## src/rtl/light_monitor_pkg.sv

```systemverilog
// Shared definitions for the traffic-light monitor: lamp encodings, phase codes,
// fault codes, FSM state type, default dwell times and the phase successor function.
// Latency: n/a (package). Backpressure: n/a.
package light_monitor_pkg;

   // Lamp bus encodings (one-hot per lamp head)
   localparam logic [2:0] LAMP_RED = 3'b100;
   localparam logic [2:0] LAMP_AMB = 3'b010;
   localparam logic [2:0] LAMP_GRN = 3'b001;

   // Default required dwell, in clk cycles, of each phase
   localparam int DEF_DWELL_P1 = 8;
   localparam int DEF_DWELL_P2 = 3;
   localparam int DEF_DWELL_P3 = 6;
   localparam int DEF_DWELL_P4 = 3;
   localparam int DEF_DWELL_P5 = 4;
   localparam int DEF_DWELL_P6 = 3;

   typedef enum logic [2:0] {
      PH_ILLEGAL = 3'd0,
      PH_1       = 3'd1,
      PH_2       = 3'd2,
      PH_3       = 3'd3,
      PH_4       = 3'd4,
      PH_5       = 3'd5,
      PH_6       = 3'd6
   } phase_t;

   typedef enum logic [1:0] {
      FC_NONE    = 2'd0,
      FC_ILLEGAL = 2'd1,
      FC_BAD_SEQ = 2'd2,
      FC_DWELL   = 2'd3
   } fault_code_t;

   typedef enum logic [1:0] {
      ST_SYNC  = 2'd0,
      ST_TRACK = 2'd1,
      ST_FAULT = 2'd2
   } state_t;

   // All four observed lamp buses, M1 in the most significant bits
   typedef struct packed {
      logic [2:0] m1;
      logic [2:0] m2;
      logic [2:0] mt;
      logic [2:0] st;
   } lamps_t;

   // Only legal successor of a phase; an illegal phase has no successor.
   function automatic phase_t next_phase(input phase_t p);
      case (p)
         PH_1:    next_phase = PH_2;
         PH_2:    next_phase = PH_3;
         PH_3:    next_phase = PH_4;
         PH_4:    next_phase = PH_5;
         PH_5:    next_phase = PH_6;
         PH_6:    next_phase = PH_1;
         default: next_phase = PH_ILLEGAL;
      endcase
   endfunction

endpackage

```

## src/rtl/light_monitor_phase_decode.sv

```systemverilog
// Combinational decode of the four lamp buses into a phase number (0 = illegal).
// Latency: 0 cycles (pure combinational). Backpressure: none.
// Ports: i_lamps - {M1,M2,MT,ST} lamp buses; o_phase - decoded phase 1..6 or 0.
module phase_decode
   import light_monitor_pkg::*;
(
   input  lamps_t i_lamps,
   output phase_t o_phase
);

   always_comb begin
      o_phase = PH_ILLEGAL;
      case (i_lamps)
         {LAMP_GRN, LAMP_GRN, LAMP_RED, LAMP_RED}: o_phase = PH_1;
         {LAMP_GRN, LAMP_AMB, LAMP_RED, LAMP_RED}: o_phase = PH_2;
         {LAMP_GRN, LAMP_RED, LAMP_GRN, LAMP_RED}: o_phase = PH_3;
         {LAMP_AMB, LAMP_RED, LAMP_AMB, LAMP_RED}: o_phase = PH_4;
         {LAMP_RED, LAMP_RED, LAMP_RED, LAMP_GRN}: o_phase = PH_5;
         {LAMP_RED, LAMP_RED, LAMP_RED, LAMP_AMB}: o_phase = PH_6;
         default:                                  o_phase = PH_ILLEGAL;
      endcase
   end

endmodule

```

## src/rtl/light_monitor.sv

```systemverilog
// Traffic-light sequence monitor: checks lamp patterns, phase order and phase dwell.
// Latency: inputs registered at edge N are judged at edge N+1 (fault/locked/cycle_done).
// Backpressure: none; observes every clk, a latched fault holds until clr_fault.
// Ports: clk, rst (async, active-low); light_M1/M2/MT/ST lamp buses; clr_fault;
//        phase (decode of registered sample), locked (TRACK), fault, fault_code,
//        cycle_done (pulse per completed P6->P1), cycle_cnt (wrapping count).
module light_monitor
   import light_monitor_pkg::*;
#(
   parameter int DWELL_P1 = DEF_DWELL_P1,
   parameter int DWELL_P2 = DEF_DWELL_P2,
   parameter int DWELL_P3 = DEF_DWELL_P3,
   parameter int DWELL_P4 = DEF_DWELL_P4,
   parameter int DWELL_P5 = DEF_DWELL_P5,
   parameter int DWELL_P6 = DEF_DWELL_P6
)
(
   input  logic       clk,
   input  logic       rst,
   input  logic [2:0] light_M1,
   input  logic [2:0] light_M2,
   input  logic [2:0] light_MT,
   input  logic [2:0] light_ST,
   input  logic       clr_fault,
   output logic [2:0] phase,
   output logic       locked,
   output logic       fault,
   output logic [1:0] fault_code,
   output logic       cycle_done,
   output logic [7:0] cycle_cnt
);

   lamps_t      w_in;
   lamps_t      r_cur;
   lamps_t      r_prev;
   logic        r_cur_vld;
   logic        r_prev_vld;
   phase_t      w_cur_ph;
   phase_t      w_prev_ph;
   logic        w_change;
   logic        w_succ;
   logic        w_illegal;
   logic [3:0]  w_dwell_req;
   fault_code_t w_sync_code;
   fault_code_t w_track_code;

   state_t      r_state;
   logic [3:0]  r_dwell;
   logic        r_locked;
   logic        r_fault;
   fault_code_t r_fault_code;
   logic        r_cycle_done;
   logic [7:0]  r_cycle_cnt;

   function automatic logic [3:0] dwell_of(input phase_t p);
      case (p)
         PH_1:    dwell_of = 4'(DWELL_P1);
         PH_2:    dwell_of = 4'(DWELL_P2);
         PH_3:    dwell_of = 4'(DWELL_P3);
         PH_4:    dwell_of = 4'(DWELL_P4);
         PH_5:    dwell_of = 4'(DWELL_P5);
         PH_6:    dwell_of = 4'(DWELL_P6);
         default: dwell_of = 4'd0;
      endcase
   endfunction

   assign w_in = {light_M1, light_M2, light_MT, light_ST};

   // Input stage. The valid flags keep the cleared reset value out of the
   // illegal-pattern and change checks until real samples have arrived.
   always_ff @(posedge clk or negedge rst) begin
      if (!rst) begin
         r_cur      <= '0;
         r_prev     <= '0;
         r_cur_vld  <= 1'b0;
         r_prev_vld <= 1'b0;
      end else begin
         r_cur      <= w_in;
         r_prev     <= r_cur;
         r_cur_vld  <= 1'b1;
         r_prev_vld <= r_cur_vld;
      end
   end

   phase_decode u_dec_cur  (.i_lamps(r_cur),  .o_phase(w_cur_ph));
   phase_decode u_dec_prev (.i_lamps(r_prev), .o_phase(w_prev_ph));

   assign w_change    = r_prev_vld && (w_cur_ph != w_prev_ph);
   assign w_succ      = (w_cur_ph == next_phase(w_prev_ph));
   assign w_illegal   = r_cur_vld && (w_cur_ph == PH_ILLEGAL);
   // Dwell of the departing phase; with no change prev and cur are the same phase.
   assign w_dwell_req = dwell_of(w_prev_ph);

   // Fault classification, highest priority first. In SYNC (and when clearing)
   // a change away from an illegal prev sample is a resync, not a bad sequence.
   always_comb begin
      w_sync_code = FC_NONE;
      if (w_illegal)
         w_sync_code = FC_ILLEGAL;
      else if (w_change && (w_prev_ph != PH_ILLEGAL) && !w_succ)
         w_sync_code = FC_BAD_SEQ;

      w_track_code = FC_NONE;
      if (w_illegal)
         w_track_code = FC_ILLEGAL;
      else if (w_change && !w_succ)
         w_track_code = FC_BAD_SEQ;
      else if (w_change ? (r_dwell != w_dwell_req) : (r_dwell == w_dwell_req))
         // r_dwell == req with no change means this sample is one too many
         w_track_code = FC_DWELL;
   end

   always_ff @(posedge clk or negedge rst) begin
      if (!rst) begin
         r_state      <= ST_SYNC;
         r_dwell      <= 4'd0;
         r_locked     <= 1'b0;
         r_fault      <= 1'b0;
         r_fault_code <= FC_NONE;
         r_cycle_done <= 1'b0;
         r_cycle_cnt  <= 8'd0;
      end else begin
         r_cycle_done <= 1'b0;
         case (r_state)
            ST_SYNC: begin
               if (w_sync_code != FC_NONE) begin
                  r_state      <= ST_FAULT;
                  r_fault      <= 1'b1;
                  r_fault_code <= w_sync_code;
                  r_locked     <= 1'b0;
               end else if (w_change && w_succ) begin
                  r_state  <= ST_TRACK;
                  r_locked <= 1'b1;
                  r_dwell  <= 4'd1;
               end
            end
            ST_TRACK: begin
               if (w_track_code != FC_NONE) begin
                  r_state      <= ST_FAULT;
                  r_fault      <= 1'b1;
                  r_fault_code <= w_track_code;
                  r_locked     <= 1'b0;
               end else if (w_change) begin
                  r_dwell <= 4'd1;
                  if (w_prev_ph == PH_6) begin
                     r_cycle_done <= 1'b1;
                     r_cycle_cnt  <= r_cycle_cnt + 8'd1;
                  end
               end else if (r_dwell != 4'hF) begin
                  r_dwell <= r_dwell + 4'd1;
               end
            end
            ST_FAULT: begin
               if (clr_fault) begin
                  // A fault seen while clearing wins over the clear
                  if (w_sync_code != FC_NONE) begin
                     r_fault_code <= w_sync_code;
                  end else begin
                     r_state      <= ST_SYNC;
                     r_fault      <= 1'b0;
                     r_fault_code <= FC_NONE;
                     r_dwell      <= 4'd0;
                  end
               end
            end
            default: begin
               r_state  <= ST_SYNC;
               r_locked <= 1'b0;
            end
         endcase
      end
   end

   assign phase      = w_cur_ph;
   assign locked     = r_locked;
   assign fault      = r_fault;
   assign fault_code = r_fault_code;
   assign cycle_done = r_cycle_done;
   assign cycle_cnt  = r_cycle_cnt;

endmodule

```

## config.mk

```make
export PLATFORM = sky130hd
export DESIGN_NAME = light_monitor
export DESIGN_NICKNAME = d
export VERILOG_FILES = /design/src/rtl/light_monitor_pkg.sv /design/src/rtl/light_monitor_phase_decode.sv /design/src/rtl/light_monitor.sv
export SDC_FILE = /design/constraint.sdc
export NUM_CORES = 1
export LEC_CHECK = 0
export CORE_MARGIN = 2
export CORE_UTILIZATION = 26
export CTS_BUF_LIST = sky130_fd_sc_hd__clkbuf_8
export DETAILED_ROUTE_END_ITERATION = 16
export GPL_ROUTABILITY_DRIVEN = 1
export SLEW_MARGIN = 20
export SYNTH_ARGS = -nofsm -noshare
export SYNTH_HDL_FRONTEND = slang
export SYNTH_HIERARCHICAL = 1
export SYNTH_SLANG_ARGS = --single-unit
export TNS_END_PERCENT = 1
```

## constraint.sdc

```tcl
create_clock -name clk -period 4.4 [get_ports clk]
set_input_delay 0.44 -clock clk [delete_from_list [all_inputs] [get_ports clk]]
set_output_delay 0.44 -clock clk [all_outputs]
set_load 0.01 [all_outputs]
```

# ---- Word-level counts from Yosys, hierarchy flattened
# Cells that the tools add are included.
dict set report word_totals {
  ff_bits 45
  inputBits 15
  output_inout_bits 16
  wordCells 117
}
dict set report classes {
  addsub 2
  eq_ne 34
  mux 42
  n_bitwise 2
  n_reduce_logical 20
}
# op n
set op_table {}
lappend op_table {{$eq 12x10->1 const B} 6}
lappend op_table {{$pmux 3 s6} 3}
lappend op_table {{$eq 12x12->1 const B} 4}
lappend op_table {{$mux 2} 14}
lappend op_table {{$mux 4} 7}
lappend op_table {{$eq 12x11->1 const B} 2}
lappend op_table {{$pmux 4 s4} 1}
lappend op_table {{$ne 2x2->1 const B} 7}
lappend op_table {{$mux 1} 12}
lappend op_table {{$pmux 2 s3} 2}
lappend op_table {{$pmux 4 s3} 1}
lappend op_table {{$reduce_and 4->1} 3}
lappend op_table {{$eq 3x3->1 const B} 3}
lappend op_table {{$add 8x1->8 const B} 1}
lappend op_table {{$reduce_and 7->1} 1}
lappend op_table {{$eq 3x2->1 const B} 2}
lappend op_table {{$logic_and 1x1->1} 6}
lappend op_table {{$ne 3x3->1 const B} 2}
lappend op_table {{$pmux 1 s3} 2}
lappend op_table {{$reduce_bool 3->1} 2}
lappend op_table {{$reduce_and 5->1} 1}
lappend op_table {{$add 4x1->4 const B} 1}
lappend op_table {{$eq 4x4->1} 1}
lappend op_table {{$ne 4x4->1} 1}
lappend op_table {{13 further kinds} 15}

# ---- Depth between registers and ports, before layout
dict set report logic_depth {
  depth_word 13
  mapped_depth 11
  depth_no_buf 10
}

# ---- By module
# Netlist, hierarchy kept.
# mod n_inst cells_each area_each_um2 seq_area_each_um2
set modules_own_cells {}
lappend modules_own_cells {light_monitor 1 190 2078.2 1126.1}
lappend modules_own_cells {phase_decode 2 20 182.7 0.0}

# ---- Worst setup path before layout
# Ideal clock, no wire load.
dict set report synth_timing {
  path_kind {register to register}
  from {register r_cur[0] (netlist name)}
  to {register r_cycle_cnt[1], in the netlist cycle_cnt[1]}
  setup_ns 0.127
  t_arrival_ns 3.071
  t_required_ns 4.273
  path_slack_ns 1.202
  path_stages_with_launch 10
  period_less_slack_ns 3.198
  path_cell_list {dfrtp_1 > nor4b_4 > nand3_2 > o311ai_2 > or3b_2 > a21oi_1 > o32a_2 > nand2_2 > nor4_4 > mux2_1}
}
dict set report synth_between {
  elab_chain_len 11
  word_cells_on_any_way 21
  cone_classes {eq/ne: 8; mux: 5; bitwise: 1; reduce/logical: 7}
}
# element line_no
set synth_lines {}
lappend synth_lines {{start: declaration} light_monitor.sv:34} ;# lamps_t r_cur;
lappend synth_lines {{start signal: assignment} light_monitor.sv:78} ;# r_cur <= w_in;
lappend synth_lines {{$eq 12x12->1 (tied with other cells)} light_monitor_phase_decode.sv:13} ;# case (i_lamps)
lappend synth_lines {{$pmux 3 s6 *} light_monitor_phase_decode.sv:13}
lappend synth_lines {{named net phase[0]} light_monitor.sv:25} ;# output logic [2:0] phase,
lappend synth_lines {{$ne 3x3->1} light_monitor.sv:88} ;# assign w_change = r_prev_vld && (w_cur_ph != w_prev_ph);
lappend synth_lines {{$logic_and 1x1->1} light_monitor.sv:88}
lappend synth_lines {{$mux 1} light_monitor.sv:108} ;# else if (w_change ? (r_dwell != w_dwell_req) : (r_dwell == w_dwell_req))
lappend synth_lines {{$mux 2} light_monitor.sv:108}
lappend synth_lines {{$mux 2} light_monitor.sv:106} ;# else if (w_change && !w_succ)
lappend synth_lines {{$mux 2} light_monitor.sv:104} ;# if (w_illegal)
lappend synth_lines {{$reduce_bool 2->1} light_monitor.sv:138} ;# if (w_track_code != FC_NONE) begin
lappend synth_lines {{$not 1->1 (no source line)} n/a}
lappend synth_lines {{$reduce_and 4->1 (no source line) *} n/a}
lappend synth_lines {{end signal: assignment} light_monitor.sv:147} ;# r_cycle_cnt <= r_cycle_cnt + 8'd1;
lappend synth_lines {{end: declaration} light_monitor.sv:53} ;# logic [7:0] r_cycle_cnt;
# The timed path passes the listed nets; every way through them passes the cells marked *.
# A chain may end at the register's enable or synchronous reset.

# ---- Worst setup path in the final report
dict set report layout_timing {
  from {register r_prev[0] (netlist name)}
  to {register r_fault_code[0], in the netlist fault_code[0]}
}
dict set report layout_between {
  elab_chain_len 13
  word_cells_on_any_way 41
  cone_classes {eq/ne: 18; mux: 13; reduce/logical: 10}
}
# element line_no
set layout_lines {}
lappend layout_lines {{start: declaration} light_monitor.sv:35} ;# lamps_t r_prev;
lappend layout_lines {{start signal: assignment} light_monitor.sv:79} ;# r_prev <= r_cur;
lappend layout_lines {{$eq 12x12->1 (tied with other cells)} light_monitor_phase_decode.sv:13}
lappend layout_lines {{$pmux 3 s6 *} light_monitor_phase_decode.sv:13}
lappend layout_lines {{named net w_prev_ph[0]} light_monitor.sv:39} ;# phase_t w_prev_ph;
lappend layout_lines {{$eq 3x3->1 (tied with other cells)} {light_monitor_pkg.sv:52, light_monitor.sv:56}}
lappend layout_lines {{$reduce_or 3->1 (no source line) or $pmux 3 s6 (tied branches)} n/a}
lappend layout_lines {{$pmux 4 s4 or $eq 3x3->1 (tied branches)} {light_monitor.sv:56, light_monitor.sv:89}}
lappend layout_lines {{$eq 4x4->1 (tied with other cells)} light_monitor.sv:108}
lappend layout_lines {{$mux 1 or $logic_and 1x1->1 (tied branches)} {light_monitor.sv:108, light_monitor.sv:100}}
lappend layout_lines {{$mux 2, on equally long branches} {light_monitor.sv:108, light_monitor.sv:100}}
lappend layout_lines {{$mux 2, on equally long branches} {light_monitor.sv:106, light_monitor.sv:98}}
lappend layout_lines {{$mux 2 or $reduce_bool 2->1 (tied branches)} {light_monitor.sv:104, light_monitor.sv:126, light_monitor.sv:156}}
lappend layout_lines {{$reduce_bool 2->1 or $mux 2 (tied branches)} {light_monitor.sv:138, light_monitor.sv:156}}
lappend layout_lines {{$ne 2x2->1 (no source line) or $mux 2 (tied branches)} n/a}
lappend layout_lines {{$reduce_and 4->1 (no source line) or $pmux 2 s3 (tied branches)} n/a}
lappend layout_lines {{end signal: assignment} light_monitor.sv:129} ;# r_fault_code <= w_sync_code;
lappend layout_lines {{end signal: assignment} light_monitor.sv:141} ;# r_fault_code <= w_track_code;
lappend layout_lines {{end signal: assignment} light_monitor.sv:157} ;# r_fault_code <= w_sync_code;
lappend layout_lines {{end: declaration} light_monitor.sv:51} ;# fault_code_t r_fault_code;
# The timed path passes the listed nets; every way through them passes the cells marked *. The select of a mux whose other input is x is not followed.

==> results by group <==
Clock tree
  – H-tree depth: 2
  – Post-CTS setup repair buffer count: 0
  – Clk pin slew, worst setup/hold paths: 0.10 ns
  – Num CTS Buffers: 5
  – Insertion delay to the later sink of the worst-skew pair: 0.30 ns
  – Clk root buf: clkbuf_8
  – Post_cts resized: 0
  – Hold-fix buffers, CTS: 0
  – Maximum clock insertion buffer count: 2
  – CTS Sinks: 45
  – CTS tree: done

Layout
  – Ant. Diodes: 0
  – Final layout net count: roughly 280
  – Area delta synth->final: 22.0%
  – Share of cells above drive strength 1: 0.117

Setup path
  – Critical path class: reg -> reg
  – Worst-path maximum fanout: 12
  – Crit-path max cell delay: 0.64 ns
  – R2R Setup Slk: 0.75 ns
  – CP Cell Sequence: nor4b_4 -> nand3_2 -> o311ai_2 -> xor2_1 -> nor4bb_1 -> o32a_2 -> and2_1 -> a32oi_1 -> nand3_1 -> mux2_2
  – CP required: around 4.6 ns
  – CP Launch Type: register
  – Reg-to-Reg Start: r_prev[0]
  – Crit-path slowest cell: o311ai_2
  – CP Capture Type: register
  – Register-to-Register Path Depth: 10
  – WP data arrival: 3.83 ns
  – RR Endpoint: fault_code[0]

Timing
  – Final Hold Fails: 0
  – RSZ-0062 raised after global routing: no
  – Final Cycle Share: 0.830
  – Slew headroom: 0.507
  – Tightest Pin Transition: between 0.7 and 0.8 ns
  – # setup viols final: 0
  – Max Clk Rate: 0.274 GHz
  – Period minus WS final: around 3.7 ns
  – Setup TNS: 0 ns
  – Final setup skew: about 0.0096 ns
  – Slew Limit Fails: 0

Yosys
  – Top area cells in the synthesized netlist: dfrtp_1 46%, ha_1 3.1%, nand4_1 3.1%
  – Mapped cell area: 2440 um^2
  – Synthesized net count: around 250
  – Sequential share of the synthesized area: 0.461
  – Ys Warns: 6
  – Netlist cell types: 59
  – Number of synthesized flops with an enable pin: 0
  – Leading area contributor after synthesis: dfrtp_1
  – Synth Register Bits: 45
  – Async SR Flop Fraction: 1.00
  – Ys flop type: dfrtp_1
  – Post-Synthesis Cells: between 200 and 250
  – Syn avg cell area: 10.6 um^2
  – Post-synth top area share: 0.461

Drt
  – Wire per inst: 14.4 um
  – Detail Route Antenna Nets: 0
  – First-pass DRT Iterations: 4
  – Via/cell ratio: 5.24
  – DRT Wirelength: 5400 um
  – Drt drc: 0
  – Detailed router's first-iteration violation count: about 130
  – Vias: 1,966

Die
  – Die height: around 100 um
  – Die width: 101 um
  – Row count: 35
  – Core Area: 9200 um^2
  – I/O pins: 31
  – Die area: 10,200 um^2
  – Initial Util: 0.266

Pwr
  – PD cells: 349 nW/um^2
  – Leakage: 0.00121 uW
  – Cell internal pwr: 723 uW
  – Clock power share: 0.312
  – P_sw: 318 uW
  – Combinational power share: 0.233
  – Total Power: 1040 uW
  – Switching share of power: 0.305
  – VDD IR max: 163 uV
  – Reg power frac: 0.455

Run
  – Max_cap viols: 0

Placed design
  – Port Buf Inserts: 30
  – Post-DP HPWL: 3910 um
  – Final GP Congestion: 0.865

GRT
  – Met2 Track Usage GR: 0.179
  – Largest net degree at the start of global routing: 46
  – Gr ovfl total: 0
  – Met1 Use GR: 0.154
  – Top Usage Layer GRT: met2
  – Number of global-route vias before repair: between 1,500 and 2,000
  – Total GRT Usage: 0.112
  – First-pass GRT wire length: about 9300 um
  – Global routing usage on met3: 0.0139
  – Initial antenna violation count: 0

Worst hold path
  – Hold Crit Class: in -> async

Run status
  – Outcome: complete, no violations
[worst max-delay path: cells and delay by family, from the launching register on]
| family | cells | cell delay [ns] |
|---|---|---|
| AOI/OAI and AO/OA | 3 | 1.48 |
| xor gates and xnor gates | 1 | 0.21 |
| DFF | 1 | 0.44 |
| muxes | 1 | 0.32 |
| and+or+nand+nor | 5 | 1.08 |
[how the worst max path moves through the flow]
stage                          from             to  slack (ns)
after floorplan            r_cur[0]   cycle_cnt[1]        1.20
after global placement    r_prev[0]   cycle_cnt[7]        0.88
after detailed placement  r_prev[0]  fault_code[0]        0.82
after CTS                 r_prev[0]  fault_code[0]        0.79
after global routing      r_prev[0]  fault_code[0]        0.50
final                     r_prev[0]  fault_code[0]        0.75
[routing by layer]
layer  vias to the layer above  wire, um
met5                         -         0
met4                         0        92
met3                         7       174
met2                        64      2510
met1                       957      2620
li1                        938         -
[synth_stat cells (2+ instances only)]
master,n
nand2_1,13
clkbuf_1,2
o31a_1,2
buf_2,3
and4bb_2,2
ha_1,6
and3b_1,2
dfrtp_1,45
nand4_1,12
nor3b_1,5
nor3b_2,2
and2_1,3
nor4b_1,8
nand3_2,2
nor4b_4,2
mux2_2,2
o21ai_0,6
xnor2_1,6
o311ai_2,4
nand3_1,10
nand3b_1,2
and3_1,2
a32oi_1,2
nand2b_1,2
a32o_1,2
nor3_1,4
a211o_1,2
nor4_1,2
inv_1,11
nor2_1,15
a21oi_1,11
xor2_1,4
a31oi_1,8
[logic make-up (layout without fill, tap and decap cells)]
| group | Yosys count | count (layout) | share of synthesized area |
|---|---|---|---|
| DFF | 45 | 45 | 0.461 |
| other | 1 | 1 | 0.00153 |
| muxes | 3 | 3 | 0.0138 |
| buffers and inverters | 17 | 51 | 0.0307 |
| adders and majority gates | 6 | 6 | 0.0307 |
| xor gates and xnor gates | 10 | 10 | 0.0358 |
| and+or+nand+nor | 98 | 98 | 0.269 |
| AOI/OAI and AO/OA | 50 | 50 | 0.158 |
[layout make-up]
| type | instances | area, um^2 |
|---|---|---|
| Sequential cell | 45 | 1130 |
| Timing Repair Buffer | 32 | 313 |
| Fill cell | 941 | 6220 |
| Inverter | 11 | 41.3 |
| Tap cell | 111 | 139 |
| Multi-Input combinational cell | 168 | 1240 |
| Clock inverter | 3 | 50.0 |
| Clock buffer | 5 | 68.8 |
[registers in the layout, indices dropped and copies added (netlist names)]
| signal | flops |
|---|---|
| locked | 1 |
| r_cur_vld | 1 |
| cycle_cnt | 8 |
| cycle_done | 1 |
| fault_code | 2 |
| r_dwell | 4 |
| r_state | 2 |
| r_cur | 12 |
| r_prev_vld | 1 |
| r_prev | 12 |
| fault | 1 |
[per-stage QoR]
step | hold WS (ns) | cell area [um^2] | utilization | instances | setup slack (ns)
2_1_floorplan | 0.144 | 2440 | - | 230 | 1.20
3_3_place_gp | 0.378 | 2860 | 0.311 | 367 | 0.882
5_1_grt | 0.171 | 2980 | 0.324 | 375 | 0.498
3_5_place_dp | 0.391 | 2860 | 0.311 | 367 | 0.818
6_report | 0.129 | 2980 | 0.324 | 375 | 0.747
4_1_cts | 0.337 | 2980 | 0.324 | 375 | 0.794
[power groups by stage]
stage               combinational, uW  sequential [uW]  clock, uW
floorplan                         157              478          0
global placement                  238              480          0
detailed placement                239              482          0
CTS                               241              474        333
global route                      268              480        354
finish                            243              473        325
[placed cells by master, fill, tap and decap left out, types with 5 or more instances in the layout]
master	instances
nand2_1	13
xnor2_1	6
clkbuf_8	5
ha_1	6
a21oi_1	11
inv_1	11
a31oi_1	8
nand4_1	12
nand3_1	10
dfrtp_1	45
clkdlybuf4s50_1	29
nor3b_1	5
nor2_1	15
nor4b_1	8
o21ai_0	6
Power figures use the tool's default switching activity.
